$ cat src/rtl/branch_redirect_ctrl_if.sv
// Pipeline-facing signals of the branch redirect controller: W-stage branch
// inputs in, fetch redirect / flush / kill controls out.
interface branch_redirect_ctrl_if #(
    parameter int N     = 64,
    parameter int CNT_W = 16
);
    logic             valid_W;
    logic             PCSrc_W;
    logic [N-1:0]     PCBranch_W;
    logic             stall;
    logic             PCSel;
    logic [N-1:0]     PCRedirect;
    logic             flush_F;
    logic             flush_D;
    logic             flush_E;
    logic             flush_M;
    logic             kill_W;
    logic             busy;
    logic [CNT_W-1:0] taken_count;

    // Pipeline side: drives the W-stage decision, consumes redirect controls.
    modport master (
        output valid_W, PCSrc_W, PCBranch_W, stall,
        input  PCSel, PCRedirect, flush_F, flush_D, flush_E, flush_M,
               kill_W, busy, taken_count
    );

    // Controller side.
    modport slave (
        input  valid_W, PCSrc_W, PCBranch_W, stall,
        output PCSel, PCRedirect, flush_F, flush_D, flush_E, flush_M,
               kill_W, busy, taken_count
    );
endinterface

$ cat src/rtl/branch_redirect_ctrl.sv
// Branch redirect sequencer: accepts a taken W-stage branch, drives one
// redirect/flush cycle, then holds off further redirects for DRAIN_CYCLES
// while the pipe refills. All outputs come straight from registers.
module branch_redirect_ctrl #(
    parameter int N            = 64,
    parameter int DRAIN_CYCLES = 3,
    parameter int CNT_W        = 16
) (
    input  logic                  clk,
    input  logic                  reset,
    branch_redirect_ctrl_if.slave bus
);
    typedef enum logic [1:0] {
        IDLE     = 2'd0,
        REDIRECT = 2'd1,
        DRAIN    = 2'd2
    } state_t;

    localparam logic [3:0]       DRAIN_LOAD = 4'(DRAIN_CYCLES);
    localparam logic [CNT_W-1:0] CNT_MAX    = '1;
    localparam logic [CNT_W-1:0] CNT_ONE    = {{(CNT_W-1){1'b0}}, 1'b1};

    state_t           r_state;
    state_t           w_next;
    logic [3:0]       r_drain;
    logic [N-1:0]     r_target;
    logic [CNT_W-1:0] r_taken;
    logic             w_accept;

    // A branch only counts when it is real, taken, and the pipe is moving.
    assign w_accept = (r_state == IDLE) && bus.valid_W && bus.PCSrc_W && !bus.stall;

    // State register.
    always_ff @(posedge clk or negedge reset) begin
        if (!reset) r_state <= IDLE;
        else        r_state <= w_next;
    end

    // Next-state decode; a stall freezes every state in place.
    always_comb begin
        w_next = r_state;
        case (r_state)
            IDLE:     if (w_accept) w_next = REDIRECT;
            REDIRECT: if (!bus.stall) w_next = DRAIN;
            DRAIN:    if (!bus.stall && r_drain == 4'd1) w_next = IDLE;
            default:  w_next = IDLE;
        endcase
    end

    // Drain counter, redirect target and saturating taken count.
    always_ff @(posedge clk or negedge reset) begin
        if (!reset) begin
            r_drain  <= 4'd0;
            r_target <= '0;
            r_taken  <= '0;
        end else begin
            if (w_accept) begin
                r_target <= bus.PCBranch_W;
                if (r_taken != CNT_MAX) r_taken <= r_taken + CNT_ONE;
            end
            if (r_state == REDIRECT && !bus.stall)
                r_drain <= DRAIN_LOAD;
            else if (r_state == DRAIN && !bus.stall)
                r_drain <= r_drain - 4'd1;
        end
    end

    // Outputs decoded from state only, so no input reaches an output.
    assign bus.PCSel       = (r_state == REDIRECT);
    assign bus.flush_F     = (r_state == REDIRECT);
    assign bus.flush_D     = (r_state == REDIRECT);
    assign bus.flush_E     = (r_state == REDIRECT);
    assign bus.flush_M     = (r_state == REDIRECT);
    assign bus.kill_W      = (r_state != IDLE);
    assign bus.busy        = (r_state != IDLE);
    assign bus.PCRedirect  = r_target;
    assign bus.taken_count = r_taken;
endmodule
$ cat src/flat_wrapper.sv
// flat-port wrapper written by rule: the top's interface ports become plain ports
module branch_redirect_ctrl_flat 
#(
    parameter int N            = 64,
    parameter int DRAIN_CYCLES = 3,
    parameter int CNT_W        = 16
)
  (clk, reset, bus_valid_W, bus_PCSrc_W, bus_PCBranch_W, bus_stall, bus_PCSel, bus_PCRedirect, bus_flush_F, bus_flush_D, bus_flush_E, bus_flush_M, bus_kill_W, bus_busy, bus_taken_count);
  branch_redirect_ctrl_if #(.N(N), .CNT_W(CNT_W)) bus_i ();
  input  logic clk;
  input  logic reset;
  input wire logic [$bits(bus_i.valid_W)-1:0] bus_valid_W;
  input wire logic [$bits(bus_i.PCSrc_W)-1:0] bus_PCSrc_W;
  input wire logic [$bits(bus_i.PCBranch_W)-1:0] bus_PCBranch_W;
  input wire logic [$bits(bus_i.stall)-1:0] bus_stall;
  output wire logic [$bits(bus_i.PCSel)-1:0] bus_PCSel;
  output wire logic [$bits(bus_i.PCRedirect)-1:0] bus_PCRedirect;
  output wire logic [$bits(bus_i.flush_F)-1:0] bus_flush_F;
  output wire logic [$bits(bus_i.flush_D)-1:0] bus_flush_D;
  output wire logic [$bits(bus_i.flush_E)-1:0] bus_flush_E;
  output wire logic [$bits(bus_i.flush_M)-1:0] bus_flush_M;
  output wire logic [$bits(bus_i.kill_W)-1:0] bus_kill_W;
  output wire logic [$bits(bus_i.busy)-1:0] bus_busy;
  output wire logic [$bits(bus_i.taken_count)-1:0] bus_taken_count;
  assign bus_i.valid_W = bus_valid_W;
  assign bus_i.PCSrc_W = bus_PCSrc_W;
  assign bus_i.PCBranch_W = bus_PCBranch_W;
  assign bus_i.stall = bus_stall;
  assign bus_PCSel = bus_i.PCSel;
  assign bus_PCRedirect = bus_i.PCRedirect;
  assign bus_flush_F = bus_i.flush_F;
  assign bus_flush_D = bus_i.flush_D;
  assign bus_flush_E = bus_i.flush_E;
  assign bus_flush_M = bus_i.flush_M;
  assign bus_kill_W = bus_i.kill_W;
  assign bus_busy = bus_i.busy;
  assign bus_taken_count = bus_i.taken_count;
  branch_redirect_ctrl #(.N(N), .DRAIN_CYCLES(DRAIN_CYCLES), .CNT_W(CNT_W)) u_core (.clk(clk), .reset(reset), .bus(bus_i));
endmodule
$ cat config.mk
export PLATFORM = sky130hd
export DESIGN_NAME = branch_redirect_ctrl_flat
export DESIGN_NICKNAME = d
export VERILOG_FILES = /design/src/rtl/branch_redirect_ctrl_if.sv /design/src/rtl/branch_redirect_ctrl.sv /design/src/flat_wrapper.sv
export SDC_FILE = /design/constraint.sdc
export NUM_CORES = 1
export LEC_CHECK = 0
export BUFFER_PORTS_ARGS = -buffer_cell sky130_fd_sc_hd__buf_2
export CORE_ASPECT_RATIO = 1.4
export CORE_MARGIN = 3
export CORE_UTILIZATION = 35
export CTS_CLUSTER_SIZE = 12
export DETAILED_ROUTE_END_ITERATION = 16
export PLACE_DENSITY_LB_ADDON = 0.05
export SLEW_MARGIN = 20
export SYNTH_ARGS = -nofsm -noshare
export SYNTH_HDL_FRONTEND = slang
export SYNTH_SLANG_ARGS = --single-unit
$ cat constraint.sdc
create_clock -name clk -period 1.65 [get_ports clk]
set_input_delay 0.2475 -clock clk [delete_from_list [all_inputs] [get_ports clk]]
set_output_delay 0.2475 -clock clk [all_outputs]
set_load 0.02 [all_outputs]
==> results of run 1 <==
==> power breakdown <==
group / total, mW / internal [mW] / leakage, nW / switching (mW)
clock network: 1.93 / 1.17 / 0.137 / 0.766
logic: 3.57 / 1.28 / 1.68 / 2.29
registers: 3.46 / 3.00 / 1.08 / 0.468
total: 8.96 / 5.44 / 2.89 / 3.52
==> kinds of logic after synthesis <==
family          synth area share (%)
simple gates                    29.0
flops                           58.5
buf+inv                         4.29
compound gates                  3.30
xor+xnor                        2.62
mux                             1.29
fa+ha+maj                       1.02
==> critical path, stage by stage, from the launching register on <==
cell,delay [ns]
dfrtp_1,0.40
buf_6,0.15
clkinvlp_4,0.14
nor2_4,0.23
buf_4,0.18
==> worst min-delay path by stage <==
| stage | slack [ns] | start | endpoint | cells past startpoint |
|---|---|---|---|---|
| 6_report | 0.10 | bus_PCBranch_W[48] | u_core.bus.PCRedirect[48]$_DFFE_PN0P_ | 3 |
| 5_1_grt | 0.1 | bus_PCBranch_W[59] | u_core.bus.PCRedirect[59]$_DFFE_PN0P_ | 3 |
| 4_1_cts | 0.09 | bus_PCBranch_W[51] | u_core.bus.PCRedirect[51]$_DFFE_PN0P_ | 3 |
| 3_5_place_dp | 0.32 | reset | u_core.bus.PCRedirect[19]$_DFFE_PN0P_ | 2 |
| 3_3_place_gp | 0.33 | reset | u_core.bus.PCRedirect[20]$_DFFE_PN0P_ | 2 |
| 2_1_floorplan | -0.05 | reset | u_core.bus.PCRedirect[0]$_DFFE_PN0P_ | 0 |
==> registers in the layout, summed over array words and instances (netlist names) <==
register                count
u_core.bus.PCRedirect      64
u_core.r_state              2
u_core.r_drain              4
u_core.bus.taken_count     16
==> timing repair <==
action                     in CTS  in global routing
gates resized for setup         5                 31
pin swaps                       1                  7
hold endpoints to repair       86                  0
buffers inserted                1                  7
setup endpoints to repair      10                 65
hold buffers                    1                  0
==> synthesized netlist by cell type, drive strengths merged <==
cell type	n
dfrtp	86
nor4	3
xor2	10
or3	2
mux2	3
nand3	5
clkinv	1
o22a	1
a211oi	1
a31oi	4
o31ai	1
ha	3
and3	2
nand2	204
xnor2	1
mux2i	1
a21oi	5
inv	3
clkbuf	2
nor4b	3
and4	2
o21a	1
and2	2
nand4	5
nor3	5
nor3b	3
o21ai	5
nor2	6
buf	21
or2	2
a2111oi	1
==> through the flow <==
step	power [mW]	std cells
2_1_floorplan	5.65	394
3_3_place_gp	6.96	681
3_5_place_dp	7.02	681
4_1_cts	9.03	699
5_1_grt	9.63	706
6_report	8.96	706
==> per-layer routing <==
| layer | vias to the layer above | wire, um | global-route usage [%] |
|---|---|---|---|
| met5 | - | 0 | 0 |
| met4 | 0 | 95 | 5.18 |
| met3 | 9 | 610 | 4.18 |
| met2 | 96 | 4700 | 26.2 |
| met1 | 1482 | 3950 | 20.4 |
| li1 | 1598 | - | - |
==> area by class of cell <==
| type | instances | area, um2 |
|---|---|---|
| Sequential cell | 86 | 2160 |
| Multi-Input combinational cell | 281 | 1480 |
| Timing Repair Buffer | 184 | 1060 |
| Inverter | 4 | 20.0 |
| Clock inverter | 4 | 47.5 |
| Clock buffer | 12 | 236 |
| Tap cell | 135 | 169 |
| Fill cell | 1006 | 4890 |
==> layout by cell type (no fill, tap or decap), types with 2 or more instances in the layout <==
| master | count |
|---|---|
| nand2_1 | 203 |
| buf_2 | 149 |
| dfrtp_1 | 77 |
| buf_4 | 26 |
| xor2_1 | 10 |
| clkbuf_16 | 9 |
| dfrtp_2 | 9 |
| a21oi_1 | 5 |
| o21ai_0 | 5 |
| nand3_1 | 5 |
| buf_6 | 5 |
| nor3_2 | 4 |
| a31oi_1 | 4 |
| nor2_4 | 3 |
| clkinv_2 | 3 |
| nor2_1 | 3 |
| nand4_2 | 3 |
| nor3b_2 | 3 |
| ha_1 | 3 |
| clkbuf_1 | 3 |
| inv_1 | 2 |
| clkinvlp_4 | 2 |
| nor4b_1 | 2 |
| or2_2 | 2 |
| and3_1 | 2 |
| nand4_1 | 2 |
| mux2_4 | 2 |
| nor4_4 | 2 |
| or3_1 | 2 |
| buf_12 | 2 |
==> impl_metrics.csv, run 1 <==
group,metric,value,unit
yosys,yosysWarnings,0,
yosys,ys_seq_area_share,58.5,%
cts,tritoncts,"done",
grt,grt_max_degree,87,
cells_and_area,area_growth,40.7,%
yosys,synthCells,394,
hold_path,hold_class,"in2reg",
drt,drtIter0Drc,142,
die,fp-row-count,43,
cts,cts_buffer_depth,2,
drt,vias,3185,
outcome,failed_checks,"negative setup slack",
power_and_ir_drop,p_leak,2.89,nW
die,core_area,10100,um2
grt,grt_pass1_vias,3046,
setup_path,r2r_end,"u_core.bus.taken_count[15]$_DFFE_PN0P_",
setup_path,startpoint,"u_core.r_state[0]$_DFFE_PN0P_",
cts,h-tree-depth,3,
yosys,syn_area_per_cell,9.33,um2
sta,finalWorstSetupSlack,-0.0298,ns
grt,groute.usage.overall,15.9,%
sta,finalCritPeriodShare,102,%
cts,clkSinkCount,86,
yosys,synth_top_area_share,58.5,%
setup_path,crit_arrival,1.43,ns
yosys,synth-seq-cells,86,
drt,drc,0,
setup_path,reg2regPathDepth,4,
drt,wl_per_cell,13.3,um
cells_and_area,drive_gt1_share,40.8,%
setup_path,cp_max_fo,6,
sta,finalClockSkew,0.00512,ns
drt,first_pass_iters,4,
sta,fmax,595,MHz
sta,setup_viol,2,
placed_design,port_buffers,155,
sta,fin_tns_setup,-0.0409,ns
sta,relSlewSlack,69.0,%
setup_path,rrSetupSlack,-0.01,ns
cts,clk_pin_slew_worst_paths,0.06,ns
cts,cts_root_buf,"clkbuf_16",
placed_design,placed_area,4670,um2
setup_path,setup.worst_path.end,"bus_flush_E",
setup_path,startpoint_type,"flip-flop",
sta,final_hold_viol_count,0,
power_and_ir_drop,ir_worst_vdd,0.694,mV
cells_and_area,final_area,5170,um2
setup_path,crit_type,"reg2out",
outcome,status,"finished with violations",
yosys,yosys.area.top_type,"dfrtp_1",
sta,rsz0062_at_grt,"yes",
die,die_area,11800,um2
cts,cts_buffers,9,
die,pin_count,156,
setup_path,cp-end-kind,"primary output",
flow_run,cap_violations,0,
die,die_w,92.6,um
placed_design,place_ws,-0.0460,ns
die,start_util,36.6,%
cts,clkLatencyLatePin,0.33,ns
sta,tightest_slew,0.465,ns
drt,viasPerCell,4.51,
grt,antenna_found_initial,0,
die,die_h,127,um
power_and_ir_drop,p_per_area,1730,nW/um2
drt,drt_wl_total,9360,um
sta,fin_hold_ws,0.104,ns
sta,slew_viol_final,0,
yosys,syn_area,3680,um2
drt,postRouteAntennaNets,0,
placed_design,gp_congestion,0.814,
cells_and_area,post-route-util,51.4,%
grt,grt_pass1_wl,14900,um
yosys,yosys-top-cells-area,"dfrtp_1 59%, nand2_1 21%, xor2_1 2.4%",
setup_path,crit_required,1.40,ns
yosys,synth_nets,466,
setup_path,reg2reg_from,"u_core.r_state[1]$_DFFE_PN0P_",
grt,grt.overflow.total,0,
cells_and_area,nNetsFinal,638,
cells_and_area,antenna_cells,0,
yosys,ys_types,40,
placed_design,hpwlAfterDp,6640,um
sta,fin_crit,1.68,ns
No activity file was read; power rests on OpenSTA's default activity.
==> run 2: changes to the inputs <==
Settings changed: CORE_UTILIZATION 35 to 25, GPL_TIMING_DRIVEN from default to 0.
Clock period 1.65 ns to 2 ns, I/O delays scaled along.
==> run 2 against run 1 <==
Net effect: the flow now finishes without violations; wire length increased by 10%; combinational power shrank 21%; final cell count rose by 6.4%; hold slack better by 0.047 ns; first-iteration DRC count down 36%; critical path depth unchanged; non-clock buffer count shrank 5; final area decreased by 3.0%; register-to-register slack improved by 0.18 ns; clock power decreased by 17%; largest cell class unchanged.
==> impl_metrics.csv, run 2 (synthesis results as in run 1) <==
group,metric,value,unit
power_and_ir_drop,internal-power,4.36,mW
grt,groute.usage.overall,12.7,%
sta,slew_viol_final,0,
power_and_ir_drop,p_leak,2.85,nW
cts,clk_pin_slew_worst_paths,0.06,ns
placed_design,hpwlAfterDp,7630,um
sta,fin_crit,1.85,ns
cts,cts_buffer_depth,2,
setup_path,rrSetupSlack,0.17,ns
cells_and_area,mostFrequentLayoutCell,"nand2_1",
setup_path,crit_type,"reg2out",
setup_path,cp_max_fo,9,
flow_run,cap_violations,0,
cts,clkLatencyLatePin,0.33,ns
outcome,status,"complete, no violations",
cts,h-tree-depth,3,
setup_path,reg2regPathDepth,6,
cts,cts_root_buf,"clkbuf_16",
power_and_ir_drop,p_seq_share,39.7,%
sta,rsz0062_at_grt,"no",
die,core_area,14200,um2
power_and_ir_drop,power_frac_comb,38.3,%
setup_path,slowest_stage,"dfrtp_1",
setup_path,crit_arrival,1.55,ns
placed_design,port_buffers,154,
die,die_w,109,um
setup_path,path_delay_family,"buffers and inverters",
power_and_ir_drop,p_sw,2.96,mW
die,die_area,16200,um2
power_and_ir_drop,ir_worst_vdd,0.504,mV
power_and_ir_drop,fin_total_pwr,7.32,mW
setup_path,cp-end-kind,"primary output",
grt,grt.overflow.total,0,
cells_and_area,nNetsFinal,633,
cts,tritoncts,"done",
die,pin_count,156,
cells_and_area,area_growth,36.4,%
setup_path,cp_num_buf_inv,3,
hold_path,min_to,"u_core.bus.PCRedirect[20]$_DFFE_PN0P_",
setup_path,startpoint_type,"flip-flop",
hold_path,hold_class,"in2reg",
setup_path,slowest_delay,0.49,ns
cells_and_area,drive_gt1_share,36.7,%
sta,finalCritPeriodShare,92.4,%
placed_design,gp_congestion,0.731,
drt,drt_wl_total,10300,um
setup_path,crit_chain,"clkinv_1 > nand2_1 > buf_4 > buf_2",
die,die_h,150,um
hold_path,hp-start,"bus_PCBranch_W[20]",
cts,cts_buffers,9,
grt,antenna_found_initial,0,
grt,grt_pass1_wl,16000,um
cts,clkSinkCount,86,
power_and_ir_drop,p_clk_share,22.0,%
grt,grt_max_degree,74,
cells_and_area,antenna_cells,0,
setup_path,r2r_end,"u_core.bus.PCRedirect[36]$_DFFE_PN0P_",
cells_and_area,fin_cells,751,
sta,tightest_slew,0.534,ns
cells_and_area,layout_common_cells,"203 x nand2_1, 165 x buf_2, 85 x dfrtp_1, 10 x xor2_1, 9 x clkbuf_16",
cells_and_area,largest_reg_flops,64,
die,fp-row-count,51,
hold_path,hold_depth,3,
sta,fmax,541,MHz
setup_path,startpoint,"u_core.r_state[1]$_DFFE_PN0P_",
sta,finalClockSkew,0.00736,ns
drt,drc,0,
setup_path,reg2reg_from,"u_core.r_state[1]$_DFFE_PN0P_",
setup_path,crit_required,1.70,ns
drt,postRouteAntennaNets,0,
sta,final_hold_viol_count,0,
drt,viasPerCell,4.17,
die,start_util,26.0,%
sta,fin_tns_setup,0,ns
sta,relSlewSlack,64.1,%
power_and_ir_drop,swShare,40.4,%
cells_and_area,post-route-util,35.4,%
grt,grt_pass1_vias,3063,
drt,drtIter0Drc,91,
placed_design,dp.cells,734,
drt,wl_per_cell,13.7,um
drt,first_pass_iters,4,
sta,setup_viol,0,
drt,vias,3135,
power_and_ir_drop,p_per_area,1460,nW/um2
## run 2: changes by cell type in the layout (fill, tap and decap cells not counted), moves of 4 or more
cell     delta
buf_2      +16
buf_4      -18
dfrtp_1     +8
dfrtp_2     -8
nor3_1      +5
nor3_2      -4
## run 2: stage by stage
step	cell area (um2)	hold WS, ns	worst slack [ns]
after CTS	5010	0.136	0.0595
after global routing	5020	0.142	0.0325
after floorplan	3680	0.00441	0.170
after detailed placement	4710	0.136	-0.0100
after global placement	4680	0.455	-0.314
final	5020	0.151	0.153
## run 2: metal layers
| layer | global-route usage (%) | vias up | wire, um |
|---|---|---|---|
| met3 | 3.58 | 5 | 674 |
| li1 | - | 1592 | - |
| met4 | 3.79 | 0 | 112 |
| met1 | 16.0 | 1438 | 4470 |
| met5 | 0 | - | 0 |
| met2 | 21.1 | 100 | 5060 |
## run 2: area by class of cell
| type | instances | area, um2 |
|---|---|---|
| well taps | 185 | 231 |
| multi-input cells | 281 | 1370 |
| fillers | 1551 | 9150 |
| clock buffers | 12 | 256 |
| inverters | 4 | 15.0 |
| flip-flops and latches | 86 | 2150 |
| plain buffers | 22 | 139 |
| clock inverters | 4 | 30.0 |
| repair buffers | 157 | 822 |
## run 2: worst register-to-register path, cell delays in order, from the launching register on
cell,delay [ns]
dfrtp_1,0.47
nor4b_4,0.42
nand2_2,0.21
buf_2,0.26
buf_2,0.23
nand2_1,0.09
nand2_1,0.05
## run 2: repair_timing
action	in CTS	in global routing
hold endpoints to repair	13	0
hold buffers	1	0
pin swaps	0	2
setup buffers	0	1
endpoints found under the setup margin	7	7
resized for setup	1	1
## run 2: worst max-delay path by stage
stage	cells past startpoint	slack, ns	end
6_report	4	0.15	bus_kill_W
3_3_place_gp	1	-0.31	u_core.bus.taken_count[2]$_DFFE_PN0P_
3_5_place_dp	5	-0.01	u_core.bus.taken_count[15]$_DFFE_PN0P_
5_1_grt	6	0.03	u_core.bus.PCRedirect[23]$_DFFE_PN0P_
2_1_floorplan	5	0.17	u_core.bus.taken_count[1]$_DFFE_PN0P_
4_1_cts	4	0.06	u_core.bus.taken_count[15]$_DFFE_PN0P_
## run 2: power by group through the flow
stage	combinational, mW	sequential (mW)	clock [mW]
after global routing	3.10	3.01	1.76
final	2.81	2.90	1.61
after floorplan	0.892	3.76	0
after detailed placement	2.87	2.94	0
after global placement	2.84	2.92	0
after CTS	2.88	2.92	1.69
